<file path="config.mk">
export PLATFORM = sky130hd
export DESIGN_NAME = lock_ctrl_flat
export DESIGN_NICKNAME = d
export VERILOG_FILES = /design/src/rtl/lock_pkg.sv /design/src/rtl/lock_ctrl_if.sv /design/src/rtl/btn_edge.sv /design/src/rtl/lock_ctrl.sv /design/src/flat_wrapper.sv
export SDC_FILE = /design/constraint.sdc
export NUM_CORES = 1
export LEC_CHECK = 0
export BUFFER_PORTS_ARGS = -buffer_cell sky130_fd_sc_hd__buf_2
export CAP_MARGIN = 10
export CORE_ASPECT_RATIO = 0.7
export CORE_MARGIN = 5
export CORE_UTILIZATION = 35
export DETAILED_ROUTE_END_ITERATION = 6
export PLACE_DENSITY_LB_ADDON = 0.25
export SLEW_MARGIN = 20
export SYNTH_ARGS = -nofsm -noshare
export SYNTH_HDL_FRONTEND = slang
export SYNTH_SLANG_ARGS = --single-unit
</file>
<file path="constraint.sdc">
create_clock -name clk -period 2.7 [get_ports clk]
set_input_delay 0.135 -clock clk [delete_from_list [all_inputs] [get_ports clk]]
set_output_delay 0.135 -clock clk [all_outputs]
set_load 0.02 [all_outputs]
</file>
<file path="src/rtl/lock_pkg.sv">
// Shared definitions for the push-button code lock and the sequence-detector
// FSM that already uses the same default code.
//   state_t      : controller state encodings (3-bit, 5 legal values)
//   DEF_CODE_LEN : default digits per code entry
//   DEF_CODE     : default reset-value code, MSB is the first digit entered
//   clog2()      : width helper, never returns less than 1
package lock_pkg;

  typedef enum logic [2:0] {
    ST_IDLE    = 3'd0,
    ST_ENTRY   = 3'd1,
    ST_CHECK   = 3'd2,
    ST_OPEN    = 3'd3,
    ST_LOCKOUT = 3'd4
  } state_t;

  localparam int DEF_CODE_LEN = 4;
  localparam logic [DEF_CODE_LEN-1:0] DEF_CODE = 4'b1011;

  // Bits needed to hold values 0..value-1; a width of 0 is never returned.
  function automatic int clog2(input int value);
    int result;
    result = 1;
    for (int i = 1; i < 31; i++) begin
      if ((1 << i) < value) result = i + 1;
    end
    return result;
  endfunction

endpackage

</file>
<file path="src/rtl/lock_ctrl_if.sv">
// Front-panel / actuator bundle of the code lock controller.
//   button_1, button_0 : synchronised button levels (rising edge = digit)
//   cfg_we, cfg_code   : request to replace the stored code
//   unlock             : lock actuator drive
//   locked_out         : lockout indicator
//   err                : one-cycle pulse on each failed attempt
//   fail_cnt           : consecutive failure count
//   digit_cnt          : digits collected in the current entry
// master = panel side (drives buttons/config), slave = controller.
interface lock_ctrl_if
  import lock_pkg::*;
#(
  parameter int CODE_LEN = DEF_CODE_LEN
) ();

  localparam int DCW = clog2(CODE_LEN + 1);

  logic                button_1;
  logic                button_0;
  logic                cfg_we;
  logic [CODE_LEN-1:0] cfg_code;
  logic                unlock;
  logic                locked_out;
  logic                err;
  logic [3:0]          fail_cnt;
  logic [DCW-1:0]      digit_cnt;

  modport master (
    output button_1, button_0, cfg_we, cfg_code,
    input  unlock, locked_out, err, fail_cnt, digit_cnt
  );

  modport slave (
    input  button_1, button_0, cfg_we, cfg_code,
    output unlock, locked_out, err, fail_cnt, digit_cnt
  );

endinterface

</file>
<file path="src/rtl/btn_edge.sv">
// Rising-edge detector for one synchronised button level.
//   clk, reset_n : clock and synchronous active-low reset
//   button       : button level
//   press        : registered one-cycle pulse per rising edge
// A button already held when reset is released produces no pulse: the arm
// flag blocks the first post-reset cycle while prev picks up the level.
module btn_edge (
  input  logic clk,
  input  logic reset_n,
  input  logic button,
  output logic press
);

  logic prev;
  logic arm;

  always_ff @(posedge clk) begin
    if (!reset_n) begin
      prev  <= 1'b0;
      arm   <= 1'b0;
      press <= 1'b0;
    end else begin
      prev  <= button;
      arm   <= 1'b1;
      press <= button & ~prev & arm;
    end
  end

endmodule

</file>
<file path="src/rtl/lock_ctrl.sv">
// Sequencing controller for the push-button code lock.
//   clk     : system clock
//   reset_n : synchronous active-low reset
//   bus     : lock_ctrl_if slave (buttons, code config, unlock/lockout status)
// Collects CODE_LEN digits (MSB first), compares them with the code register,
// drives unlock for UNLOCK_CYCLES on a match, counts consecutive failures and
// holds a LOCKOUT_CYCLES lockout after MAX_FAIL of them. A partial entry is
// dropped after TIMEOUT_CYCLES clocks without a press.
module lock_ctrl
  import lock_pkg::*;
#(
  parameter int                  CODE_LEN       = DEF_CODE_LEN,
  parameter logic [CODE_LEN-1:0] CODE           = DEF_CODE,
  parameter int                  MAX_FAIL       = 3,
  parameter int                  UNLOCK_CYCLES  = 500,
  parameter int                  LOCKOUT_CYCLES = 1000,
  parameter int                  TIMEOUT_CYCLES = 200
) (
  input logic        clk,
  input logic        reset_n,
  lock_ctrl_if.slave bus
);

  localparam int TMAX =
    (UNLOCK_CYCLES > LOCKOUT_CYCLES) ?
      ((UNLOCK_CYCLES > TIMEOUT_CYCLES) ? UNLOCK_CYCLES : TIMEOUT_CYCLES) :
      ((LOCKOUT_CYCLES > TIMEOUT_CYCLES) ? LOCKOUT_CYCLES : TIMEOUT_CYCLES);
  localparam int TW  = clog2(TMAX + 1);
  localparam int DCW = clog2(CODE_LEN + 1);

  // Timers load N-1 and expire when they are seen at 0, giving N cycles.
  localparam logic [TW-1:0]  T_UNLOCK  = TW'(UNLOCK_CYCLES - 1);
  localparam logic [TW-1:0]  T_LOCKOUT = TW'(LOCKOUT_CYCLES - 1);
  localparam logic [TW-1:0]  T_TIMEOUT = TW'(TIMEOUT_CYCLES - 1);
  localparam logic [TW-1:0]  T_ONE     = TW'(1);
  localparam logic [DCW-1:0] DC_ONE    = DCW'(1);
  localparam logic [DCW-1:0] DC_LAST   = DCW'(CODE_LEN - 1);
  localparam logic [3:0]     FAIL_MAX  = 4'(MAX_FAIL);

  state_t              state;
  logic [CODE_LEN-1:0] sreg;
  logic [CODE_LEN-1:0] code_reg;
  logic [DCW-1:0]      digit_cnt;
  logic [3:0]          fail_cnt;
  logic [3:0]          fail_inc;
  logic [TW-1:0]       timer;
  logic                invalid;
  logic                unlock;
  logic                locked_out;
  logic                err;
  logic                p1;
  logic                p0;

  btn_edge u_btn_1 (
    .clk     (clk),
    .reset_n (reset_n),
    .button  (bus.button_1),
    .press   (p1)
  );

  btn_edge u_btn_0 (
    .clk     (clk),
    .reset_n (reset_n),
    .button  (bus.button_0),
    .press   (p0)
  );

  // Saturating failure increment; lockout clears the count before it can
  // exceed MAX_FAIL, the clamp only guards against wrapping.
  assign fail_inc = (fail_cnt >= FAIL_MAX) ? FAIL_MAX : fail_cnt + 4'd1;

  always_ff @(posedge clk) begin
    if (!reset_n) begin
      state      <= ST_IDLE;
      sreg       <= '0;
      code_reg   <= CODE;
      digit_cnt  <= '0;
      fail_cnt   <= '0;
      timer      <= '0;
      invalid    <= 1'b0;
      unlock     <= 1'b0;
      locked_out <= 1'b0;
      err        <= 1'b0;
    end else begin
      err <= 1'b0;
      case (state)
        ST_IDLE, ST_ENTRY: begin
          if (p1 && p0) begin
            // Both buttons in one cycle: fail through CHECK next cycle.
            invalid <= 1'b1;
            state   <= ST_CHECK;
          end else if (p1 || p0) begin
            sreg      <= {sreg[CODE_LEN-2:0], p1};
            digit_cnt <= digit_cnt + DC_ONE;
            timer     <= T_TIMEOUT;
            state     <= (digit_cnt == DC_LAST) ? ST_CHECK : ST_ENTRY;
          end else if (state == ST_ENTRY) begin
            if (timer == '0) begin
              // Abandoned partial entry: discard silently.
              state     <= ST_IDLE;
              sreg      <= '0;
              digit_cnt <= '0;
            end else begin
              timer <= timer - T_ONE;
            end
          end
        end

        ST_CHECK: begin
          invalid   <= 1'b0;
          sreg      <= '0;
          digit_cnt <= '0;
          if (!invalid && (sreg == code_reg)) begin
            state    <= ST_OPEN;
            unlock   <= 1'b1;
            fail_cnt <= '0;
            timer    <= T_UNLOCK;
          end else begin
            err      <= 1'b1;
            fail_cnt <= fail_inc;
            if (fail_inc == FAIL_MAX) begin
              state      <= ST_LOCKOUT;
              locked_out <= 1'b1;
              timer      <= T_LOCKOUT;
            end else begin
              state <= ST_IDLE;
            end
          end
        end

        ST_OPEN: begin
          // Only window in which the code may be replaced.
          if (bus.cfg_we) code_reg <= bus.cfg_code;
          if (timer == '0) begin
            unlock <= 1'b0;
            state  <= ST_IDLE;
          end else begin
            timer <= timer - T_ONE;
          end
        end

        ST_LOCKOUT: begin
          if (timer == '0) begin
            locked_out <= 1'b0;
            fail_cnt   <= '0;
            state      <= ST_IDLE;
          end else begin
            timer <= timer - T_ONE;
          end
        end

        default: begin
          state      <= ST_IDLE;
          sreg       <= '0;
          digit_cnt  <= '0;
          fail_cnt   <= '0;
          timer      <= '0;
          invalid    <= 1'b0;
          unlock     <= 1'b0;
          locked_out <= 1'b0;
          err        <= 1'b0;
        end
      endcase
    end
  end

  assign bus.unlock     = unlock;
  assign bus.locked_out = locked_out;
  assign bus.err        = err;
  assign bus.fail_cnt   = fail_cnt;
  assign bus.digit_cnt  = digit_cnt;

endmodule

</file>
<file path="src/flat_wrapper.sv">
// flat-port wrapper written by rule: the top's interface ports become plain ports
module lock_ctrl_flat import lock_pkg::*;
#(
  parameter int                  CODE_LEN       = DEF_CODE_LEN,
  parameter logic [CODE_LEN-1:0] CODE           = DEF_CODE,
  parameter int                  MAX_FAIL       = 3,
  parameter int                  UNLOCK_CYCLES  = 500,
  parameter int                  LOCKOUT_CYCLES = 1000,
  parameter int                  TIMEOUT_CYCLES = 200
)
  (clk, reset_n, bus_button_1, bus_button_0, bus_cfg_we, bus_cfg_code, bus_unlock, bus_locked_out, bus_err, bus_fail_cnt, bus_digit_cnt);
  lock_ctrl_if #(.CODE_LEN(CODE_LEN)) bus_i ();
  input logic clk;
  input logic reset_n;
  input wire logic [$bits(bus_i.button_1)-1:0] bus_button_1;
  input wire logic [$bits(bus_i.button_0)-1:0] bus_button_0;
  input wire logic [$bits(bus_i.cfg_we)-1:0] bus_cfg_we;
  input wire logic [$bits(bus_i.cfg_code)-1:0] bus_cfg_code;
  output wire logic [$bits(bus_i.unlock)-1:0] bus_unlock;
  output wire logic [$bits(bus_i.locked_out)-1:0] bus_locked_out;
  output wire logic [$bits(bus_i.err)-1:0] bus_err;
  output wire logic [$bits(bus_i.fail_cnt)-1:0] bus_fail_cnt;
  output wire logic [$bits(bus_i.digit_cnt)-1:0] bus_digit_cnt;
  assign bus_i.button_1 = bus_button_1;
  assign bus_i.button_0 = bus_button_0;
  assign bus_i.cfg_we = bus_cfg_we;
  assign bus_i.cfg_code = bus_cfg_code;
  assign bus_unlock = bus_i.unlock;
  assign bus_locked_out = bus_i.locked_out;
  assign bus_err = bus_i.err;
  assign bus_fail_cnt = bus_i.fail_cnt;
  assign bus_digit_cnt = bus_i.digit_cnt;
  lock_ctrl #(.CODE_LEN(CODE_LEN), .CODE(CODE), .MAX_FAIL(MAX_FAIL), .UNLOCK_CYCLES(UNLOCK_CYCLES), .LOCKOUT_CYCLES(LOCKOUT_CYCLES), .TIMEOUT_CYCLES(TIMEOUT_CYCLES)) u_core (.clk(clk), .reset_n(reset_n), .bus(bus_i));
endmodule
</file>
Yosys cells after proc, flatten, opt, wreduce, memory -nomap -nowiden
Cells that the tools add are included.
W data, S select, Z words.
Cells by class
  $add $sub $neg: 3
  multiply operators: 0
  divide/modulo/power cells: 0
  order comparisons: 1
  equality and inequality tests: 18
  shift-type cells: 0
  multiplexer cells: 38
  bitwise operators: 9
  reduce and logical (&&, ||, !) cells: 18
Operators with widths (number)
  $mux W10: 6
  $mux W3: 10
  $pmux W10 S3: 1
  $mux W4: 6
  $pmux W4 S3: 1
  $logic_not A10 Y1: 1
  $ne A2 B1 Y1 const B: 5
  $sub A10 B1 Y10 const B: 1
  $eq A3 B2 Y1 const B: 3
  $ne A3 B1 Y1 const B: 3
  $pmux W3 S3: 1
  $pmux W4 S2: 1
  $reduce_and A2 Y1: 4
  $reduce_and A4 Y1: 2
  $mux W1: 7
  $pmux W1 S3: 2
  $pmux W3 S2: 1
  $reduce_and A3 Y1: 2
  $reduce_or A3 Y1: 2
  $not A1 Y1: 5
  $add A4 B1 Y4 const B: 1
  $and A1 B1 Y1: 4
  $eq A4 B2 Y1 const B: 1
  $eq A4 B4 Y1: 1
  13 further kinds: 16
Storage, ports and cells
  flip-flop bits (word level): 37
  bits in latches: 0
  bits in writable memories: 0
  memory bits (read-only): 0
  input bits: 9
  output and inout bits: 10
  memories: 0

Longest topological paths before layout
Gate-level depths: netlist of the first run.
  depth after elaboration: 6
  mapped depth: 8

Hierarchy
From an unflattened synthesis of the first run, not the netlist that was laid out.
Unflattened totals
  cells, all modules: 228
  area, all modules: 1978.1 sq um
By module, submodules not included
  lock_ctrl: instances 1, cells an instance 218, area each 1825.5 sq um, sequential area each 640.6 sq um
  btn_edge: instances 2, cells an instance 5, area each 76.3 sq um, sequential area each 60.1 sq um

Least setup slack after synthesis of the first run
OpenSTA, ideal clock, no wires.
  path kind: register -> register
  start: register u_core.timer[0]
  end: register u_core.timer[1]
  library setup time: 0.059 ns
  arrival time: 1.828 ns
  slack: 0.813 ns
  stages on the path, launching flop included: 9
  buffers on the path: 1
  cell sequence: dfxtp_1 inv_1 ha_1 nor3b_1 and3_1 buf_2 or3_1 a311oi_1 a31o_1
On the way
  word-level cells in the longest chain between the ends: 6
RTL lines
  from (decl): RTL line lock_ctrl.sv:46  | logic [TW-1:0] timer;
  from (signal assigned): RTL line lock_ctrl.sv:104  | timer <= timer - T_ONE;
  from (signal assigned): RTL line lock_ctrl.sv:138  | timer <= timer - T_ONE;
  from (signal assigned): RTL line lock_ctrl.sv:148  | timer <= timer - T_ONE;
  $sub A10 B1 Y10 / $logic_not A10 Y1 (equally long branches)
  $mux W10 (*): RTL line lock_ctrl.sv:98, lock_ctrl.sv:134, lock_ctrl.sv:143
  $mux W10: RTL line lock_ctrl.sv:97  | end else if (state == ST_ENTRY) begin
  $mux W10: RTL line lock_ctrl.sv:92  | end else if (p1 || p0) begin
  $mux W10: RTL line lock_ctrl.sv:88  | if (p1 && p0) begin
  $pmux W10 S3 (*): RTL line lock_ctrl.sv:86  | case (state)
Mark *: on every way between the ends. The rest lies on a longest branch, timed or not. The select of a mux whose other input is x is not followed.
A chain may end at the register's enable or synchronous reset.

Worst setup path in the final report of the first run
  start: register u_core.timer[0]
  end: register u_core.sreg[0]
On the way
  word-level cells in the longest chain between the ends: 3
RTL lines
  $logic_not A10 Y1: RTL line lock_ctrl.sv:98  | if (timer == '0) begin
  $ne A3 B1 Y1 (no source line)
  $reduce_and A4 Y1 (no source line)
  to (signal assigned): RTL line lock_ctrl.sv:93  | sreg <= {sreg[CODE_LEN-2:0], p1};
  to (decl): RTL line lock_ctrl.sv:41  | logic [CODE_LEN-1:0] sreg;
No other way between the ends.

==> summary.md, run 1 <==
| Metric | Value |
|---|---|
| Final Hold Slack | 0.0617 ns |
| Total track usage | 0.132 |
| Number of flops mapped to enable cells by yosys | 0 |
| Final min period | 2.20 ns |
| Max_slew headroom | 0.553 |
| Hold Vio Cnt, Final | 0 |
| Initial antenna violation count | 0 |
| Layout cells sized above 1 | 0.175 |
| Fin crit share | 0.814 |
| Asr flop ratio synth | 0 |
| Die width | 99.2 um |
| Final setup violation count | 0 |
| First-pass GRT wire length | around 7.8 mm |
| Number of global-route vias before repair | 1600 |
| Status | completed |
| Total gr overflow | 0 |
| Max-slew violations | 0 |
| TritonCTS buffer count | 5 |
| Post_cts resized | 0 |
| Final HPWL DP | approximately 3.3 mm |
| Mapped Nets | roughly 240 |
| Clk sinks | 37 |
| Max reg flops | 10 |
| Fin nets | 258 |
| Die ar. | slightly above 7000 sq um |
| Fin Setup TNS | 0 ns |
| # rows | 22 |
| Max Root-Sink Buffers | 2 |
| Worst-path clk slew | 0.07 ns |
| Post-synth cell types | 57 |
| Syn Area/Cell | roughly 8.5 sq um |
| Synthesis-stage register bit count | 37 |
| Core Area | 5310 sq um |
| Syn Inst Count | roughly 230 |
| Yosys warns | 0 |
| Top_reg_cell synth | dfxtp_1 |
| # IOs | 19 |
| Most flops, register | u_core.timer |
| H-tree Lvls | 2 |
| Max Fclk | around 0.46 GHz |
| Die Height | about 72 um |
| Initial Utilization | 0.367 |
| ANT cells | 0 |
| Synthesis-to-layout area growth | 13.3% |
| Critical Path Start Type | flip-flop |
| Post-cts hold buffer count | 0 |
| Initial DRC Count | between 100 and 150 |
| VDD IR-drop max | roughly 0.24 mV |
| Crit Path Category | flip-flop to flip-flop |
| Clk_lat worst skew | about 0.28 ns |
| Worst-Margin Slew | between 0.6 and 0.7 ns |
| WP data required | approximately 2.9 ns |
| Routed Antenna Nets | 0 |
| Largest net degree at the start of global routing | 23 |
| Detailed Route WL | about 4.5 mm |
| Reg2reg setup slack | 0.50 ns |
| DR vias/cell | roughly 5.5 |
| # Post-CTS Setup Buffers | 0 |
| CTS tree | built |
| Worst setup EP type | flip-flop |
| DRC violations left | 0 |
| MaxCap Viol Count | 0 |
| CP Max Fanout | 8 |
| P_leak | ~0.84 nW |
| Unrepaired setup endpoints after global routing | false |
| I/O Buffers | 18 |
| RePlAce Congestion | around 0.9 |
| Via count | about 1700 |
| Clk_skew | approximately 0.0033 ns |
| Worst min-delay path class | input port to flip-flop |
| Cell Area, Synth | just under 2000 sq um |
| Power Dens Cells | ~620 nW/um^2 |
| DRT Pass-1 Iters | 4 |
| Sequential share of the synthesized area | 0.380 |
| Root Driver | clkbuf_8 |
| Avg WL per Cell | between 10 and 15 um |
| CP Data Arrival Time | ~2.4 ns |
-- Yosys cell counts, drive strengths merged (5+ instances only) --
master  number  area, sq um
inv          9         33.8
nor3        11         60.1
clkbuf       6         22.5
mux2i        5         53.8
and2         5         31.3
buf          5         30.0
nand3        8         40.0
nor2        20         75.1
o21ai       14         77.6
xnor2        6         52.6
a21oi       14         70.1
nand2       24         90.1
dfxtp       37          741
-- worst paths after layout --
check	startpoint	endpoint	cells after the start
worst max-delay path	u_core.timer[0]$_SDFFE_PN0P_	u_core.sreg[0]$_SDFFE_PN0P_	7
worst min-delay path	bus_cfg_code[1]	u_core.code_reg[1]$_SDFFE_PN1P_	3
worst max register to register	u_core.timer[0]$_SDFFE_PN0P_	u_core.sreg[0]$_SDFFE_PN0P_	7
worst min register to register	u_core.bus.digit_cnt[1]$_SDFFE_PN0P_	u_core.bus.digit_cnt[1]$_SDFFE_PN0P_	2
-- routing by layer --
metal	track usage	vias to the layer above	wire (um)
met5	0	-	0
met4	0.0288	0	8
met3	0.0403	2	424
met2	0.179	78	1810
met1	0.203	799	2260
li1	-	864	-
-- per-stage QoR --
step	instances	area [sq um]	worst slack, ns	utilization	total power [W]
global placement	310	2090	0.603	0.394	0.000897
floorplan	229	1950	0.813	-	0.000830
CTS	318	2210	0.511	0.416	0.00138
finish	318	2210	0.503	0.416	0.00137
detailed placement	310	2090	0.537	0.394	0.000892
global route	318	2210	0.284	0.416	0.00145
-- power by group --
part / leakage [nW] / switching (W) / internal, W
logic: 0.481 / 0.000167 / 0.000126
clock network: 0.0585 / 0.000184 / 0.000301
registers: 0.300 / 0.0000280 / 0.000566
total: 0.840 / 0.000379 / 0.000993
-- kinds of logic (layout without fill, tap and decap cells) --
logic type | Yosys count | after routing | share of synthesized area
multiplexers | 6 | 6 | 0.0334
AO/OA/AOI/OAI | 63 | 63 | 0.237
adder cells (fa/ha/maj) | 4 | 4 | 0.0257
buffers and inverters | 20 | 37 | 0.0443
AND/OR/NAND/NOR | 92 | 92 | 0.248
flip-flops | 37 | 37 | 0.380
XOR/XNOR | 7 | 7 | 0.0315
-- cell type report --
type / count / area (sq um)
Timing Repair Buffer: 20 / 105
Clock buffer: 7 / 86.3
Inverter: 9 / 33.8
Tap cell: 72 / 90.1
Multi-Input combinational cell: 172 / 1120
Sequential cell: 37 / 741
Clock inverter: 1 / 30.0
Fill cell: 543 / 3100
-- worst max-delay path: stages (launching register included) --
cell,delay [ns]
dfxtp_1,0.33
inv_1,0.08
ha_1,0.25
nor3b_1,0.42
and3_1,0.42
a311o_1,0.37
nand3_1,0.11
a21oi_1,0.15
-- cell usage in the layout, fill, tap and decap left out, drive strengths merged, types with 6 or more instances in the layout --
master  count
xnor2       6
nor2       20
clkbuf      7
nor3       11
nand2      24
o21ai      14
inv         9
buf        20
dfxtp      37
nand3       8
a21oi      14
(Power assumes the default switching activity.)
==> run 2: changes to the inputs <==
--- a/config.mk
+++ b/config.mk
@@ -5,6 +5,7 @@
 export SDC_FILE = /design/constraint.sdc
 export NUM_CORES = 1
 export LEC_CHECK = 0
+export ABC_AREA = 1
 export BUFFER_PORTS_ARGS = -buffer_cell sky130_fd_sc_hd__buf_2
 export CAP_MARGIN = 10
 export CORE_ASPECT_RATIO = 0.7
==> constraint.sdc (replaced) <==
create_clock -name clk -period 1.9 [get_ports clk]
set_input_delay 0.095 -clock clk [delete_from_list [all_inputs] [get_ports clk]]
set_output_delay 0.095 -clock clk [all_outputs]
set_load 0.02 [all_outputs]
==> summary.md, run 2 <==
| Metric | Value |
|---|---|
| Number of flops mapped to enable cells by yosys | 0 |
| Number of global-route vias before repair | 1660 |
| Syn Inst Count | approximately 300 |
| Initial antenna violation count | 0 |
| DR vias/cell | between 4 and 5 |
| Core Area | ~5300 sq um |
| Final min period | approximately 1.7 ns |
| CTS tree | built |
| Max_slew headroom | 0.643 |
| Area leader, netlist | dfxtp_1 |
| Fin crit share | 0.909 |
| Reg2reg setup slack | between 0.15 and 0.2 ns |
| Non-Filler Instances | about 400 |
| Initial Utilization | 0.367 |
| Die width | 99.4 um |
| Cell Area, Synth | roughly 2000 sq um |
| CP Max Fanout | 16 |
| Most frequent cells after synthesis | nand2_1 (89), dfxtp_1 (37), nor2_1 (37) |
| Fillcell total | 587 |
| Layout cells sized above 1 | 0.150 |
| Total track usage | 0.133 |
| Critical-path top delay cell | dfxtp_1 |
| Max-slew violations | 0 |
| Sequential share of the synthesized area | 0.378 |
| Initial DRC Count | between 100 and 150 |
| I/O Buffers | 18 |
| Placed Cells | 391 |
| Root Driver | clkbuf_8 |
| Buffer and inverter count on the worst path | 1 |
| Hold Crit Start | bus_button_0 |
| Max Root-Sink Buffers | 2 |
| Unrepaired setup endpoints after global routing | true |
| Max Fclk | 0.579 GHz |
| Worst-path clk slew | approximately 0.07 ns |
| RePlAce Congestion | between 0.9 and 1 |
| H-tree Lvls | 2 |
| Hold Vio Cnt, Final | 0 |
| Avg WL per Cell | approximately 11 um |
| Via count | between 1500 and 2000 |
| WP data required | roughly 2.1 ns |
| Top_reg_cell synth | dfxtp_1 |
| Most flops, register | u_core.timer |
| Power Dens Cells | between 1000 and 1500 nW/um^2 |
| VDD IR-drop max | roughly 0.46 mV |
| Clk_skew | slightly above 0.008 ns |
| Hold Crit Depth | 3 |
| Critical Path Start Type | flip-flop |
| Synthesis-stage register bit count | 37 |
| Delay-heaviest family, CP | simple AND/OR/NAND/NOR gates |
| Largest cells by area after synthesis | dfxtp_1 (38%), nand2_1 (17%), nor2_1 (7.1%), a21oi_1 (6.9%), inv_1 (6.5%) |
| Total gr overflow | 0 |
| Asr flop ratio synth | 0 |
| Largest net degree at the start of global routing | 17 |
| FF-to-FF Start | u_core.timer[0]$_SDFFE_PN0P_ |
| Final HPWL DP | around 3.4 mm |
| First-pass GRT wire length | approximately 7.7 mm |
| Post-Place Worst Slack | 0.108 ns |
| Yosys warns | 0 |
| Crit Path Category | flip-flop to flip-flop |
| Routed Antenna Nets | 0 |
| Post-synth cell types | 27 |
| Commonest cells after routing, fill and taps aside | nand2_1 (89), nor2_1 (37), dfxtp_1 (37) |
| Die Height | 72.6 um |
| Clk sinks | 37 |
| Critical Path Max Stage Delay | around 0.34 ns |
| Final Hold Slack | approximately 0.018 ns |
| Final setup violation count | 0 |
| Worst r2r path cells | 9 |
| P_leak | 1.09 nW |
| Synthesis-to-layout area growth | 14.1% |
| CP Data Arrival Time | ~1.9 ns |
| MaxCap Viol Count | 0 |
| DRT Pass-1 Iters | 4 |
| Worst setup EP type | flip-flop |
| Mapped Nets | around 310 |
| Max reg flops | 10 |
| Yosys top cell area share | 0.378 |
| Die ar. | approximately 7200 sq um |
| Worst R2R End | u_core.sreg[0]$_SDFFE_PN0P_ |
| Sequential Area | between 700 and 800 sq um |
| Worst-Margin Slew | 0.532 ns |
| Most common cell after layout, fill and taps aside | nand2_1 |
| PnR worst setup slack | 0.172 ns |
| Status | completed |
| Syn Area/Cell | 6.51 sq um |
| Most common cell in the netlist | nand2_1 |
| Fin nets | roughly 340 |
| # Post-CTS Setup Buffers | 0 |
| Most frequent CP cell | nand2_1 |
| ANT cells | 0 |
| Detailed Route WL | around 4.6 mm |
| Area of the multi-input gates | ~1000 sq um |
| # rows | 22 |
| DRC violations left | 0 |
| TritonCTS buffer count | 5 |
| Hold Path End | u_core.u_btn_0.prev$_SDFF_PN0_ |
| Clk_lat worst skew | 0.28 ns |
| Worst min-delay path class | input port to flip-flop |
| Crit-path cells | inv_1 -> ha_1 -> nand2_1 -> nor2_2 -> nand3_4 -> nand2_1 -> nand2_4 -> a21oi_1 -> nor2_1 |
| # IOs | 19 |
[run 2: what timing repair did]
item / CTS / global route
hold buffers: 0 / 0
gates resized for setup: 0 / 3
endpoints found under the setup margin: 0 / 23
[run 2: through the flow]
step                      total power, W  utilization  setup TNS (ns)  instance area (sq um)
after floorplan                  0.00233            -               0                   1960
after global placement           0.00261        0.401               0                   2140
after detailed placement         0.00260        0.401               0                   2140
after CTS                        0.00313        0.416               0                   2220
after global routing             0.00348        0.419       -0.000346                   2240
final                            0.00318        0.419               0                   2240
[run 2: layer usage]
| metal | part of all wire | GRT usage |
|---|---|---|
| met1 | 0.55 | 0.200 |
| met2 | 0.39 | 0.186 |
| met3 | 0.059 | 0.0353 |
| met4 | 0 | 0.0318 |
| met5 | 0 | 0 |
[run 2: power by group]
part	leakage (nW)	internal (W)	switching, W
registers	0.301	0.000899	0.000128
clock network	0.0395	0.000261	0.000258
logic	0.753	0.000554	0.00108
[run 2: worst reg2reg max path: cells and delay by family, from the launching register on]
family,cells,cell delay (ns)
flip-flops,1,0.34
buffers and inverters,1,0.08
AO/OA/AOI/OAI,1,0.19
adder cells (fa/ha/maj),1,0.20
AND/OR/NAND/NOR,6,0.80
[run 2: logic make-up after synthesis]
kind of cell	share of synthesized area
XOR/XNOR	0.00447
AO/OA/AOI/OAI	0.131
AND/OR/NAND/NOR	0.367
flip-flops	0.378
adder cells (fa/ha/maj)	0.0255
buffers and inverters	0.0945
[run 2: layout make-up]
cell class	count	share of cell area
clock buffer	8	0.0358
sequential	37	0.331
timing repair buffer	23	0.0571
tap	72	0.0403
inverter	40	0.0677
multi-input combinational	219	0.468
[run 2: worst max path at each step]
stage / endpoint / cells after the start / startpoint
after floorplan: u_core.bus.locked_out$_SDFFE_PN0P_ / 10 / u_core.timer[0]$_SDFFE_PN0P_
after global placement: u_core.sreg[0]$_SDFFE_PN0P_ / 9 / u_core.timer[0]$_SDFFE_PN0P_
after detailed placement: u_core.bus.unlock$_SDFFE_PN0P_ / 9 / u_core.timer[0]$_SDFFE_PN0P_
after CTS: u_core.bus.unlock$_SDFFE_PN0P_ / 9 / u_core.timer[0]$_SDFFE_PN0P_
after global routing: u_core.bus.unlock$_SDFFE_PN0P_ / 9 / u_core.timer[0]$_SDFFE_PN0P_
final: u_core.sreg[0]$_SDFFE_PN0P_ / 9 / u_core.timer[0]$_SDFFE_PN0P_
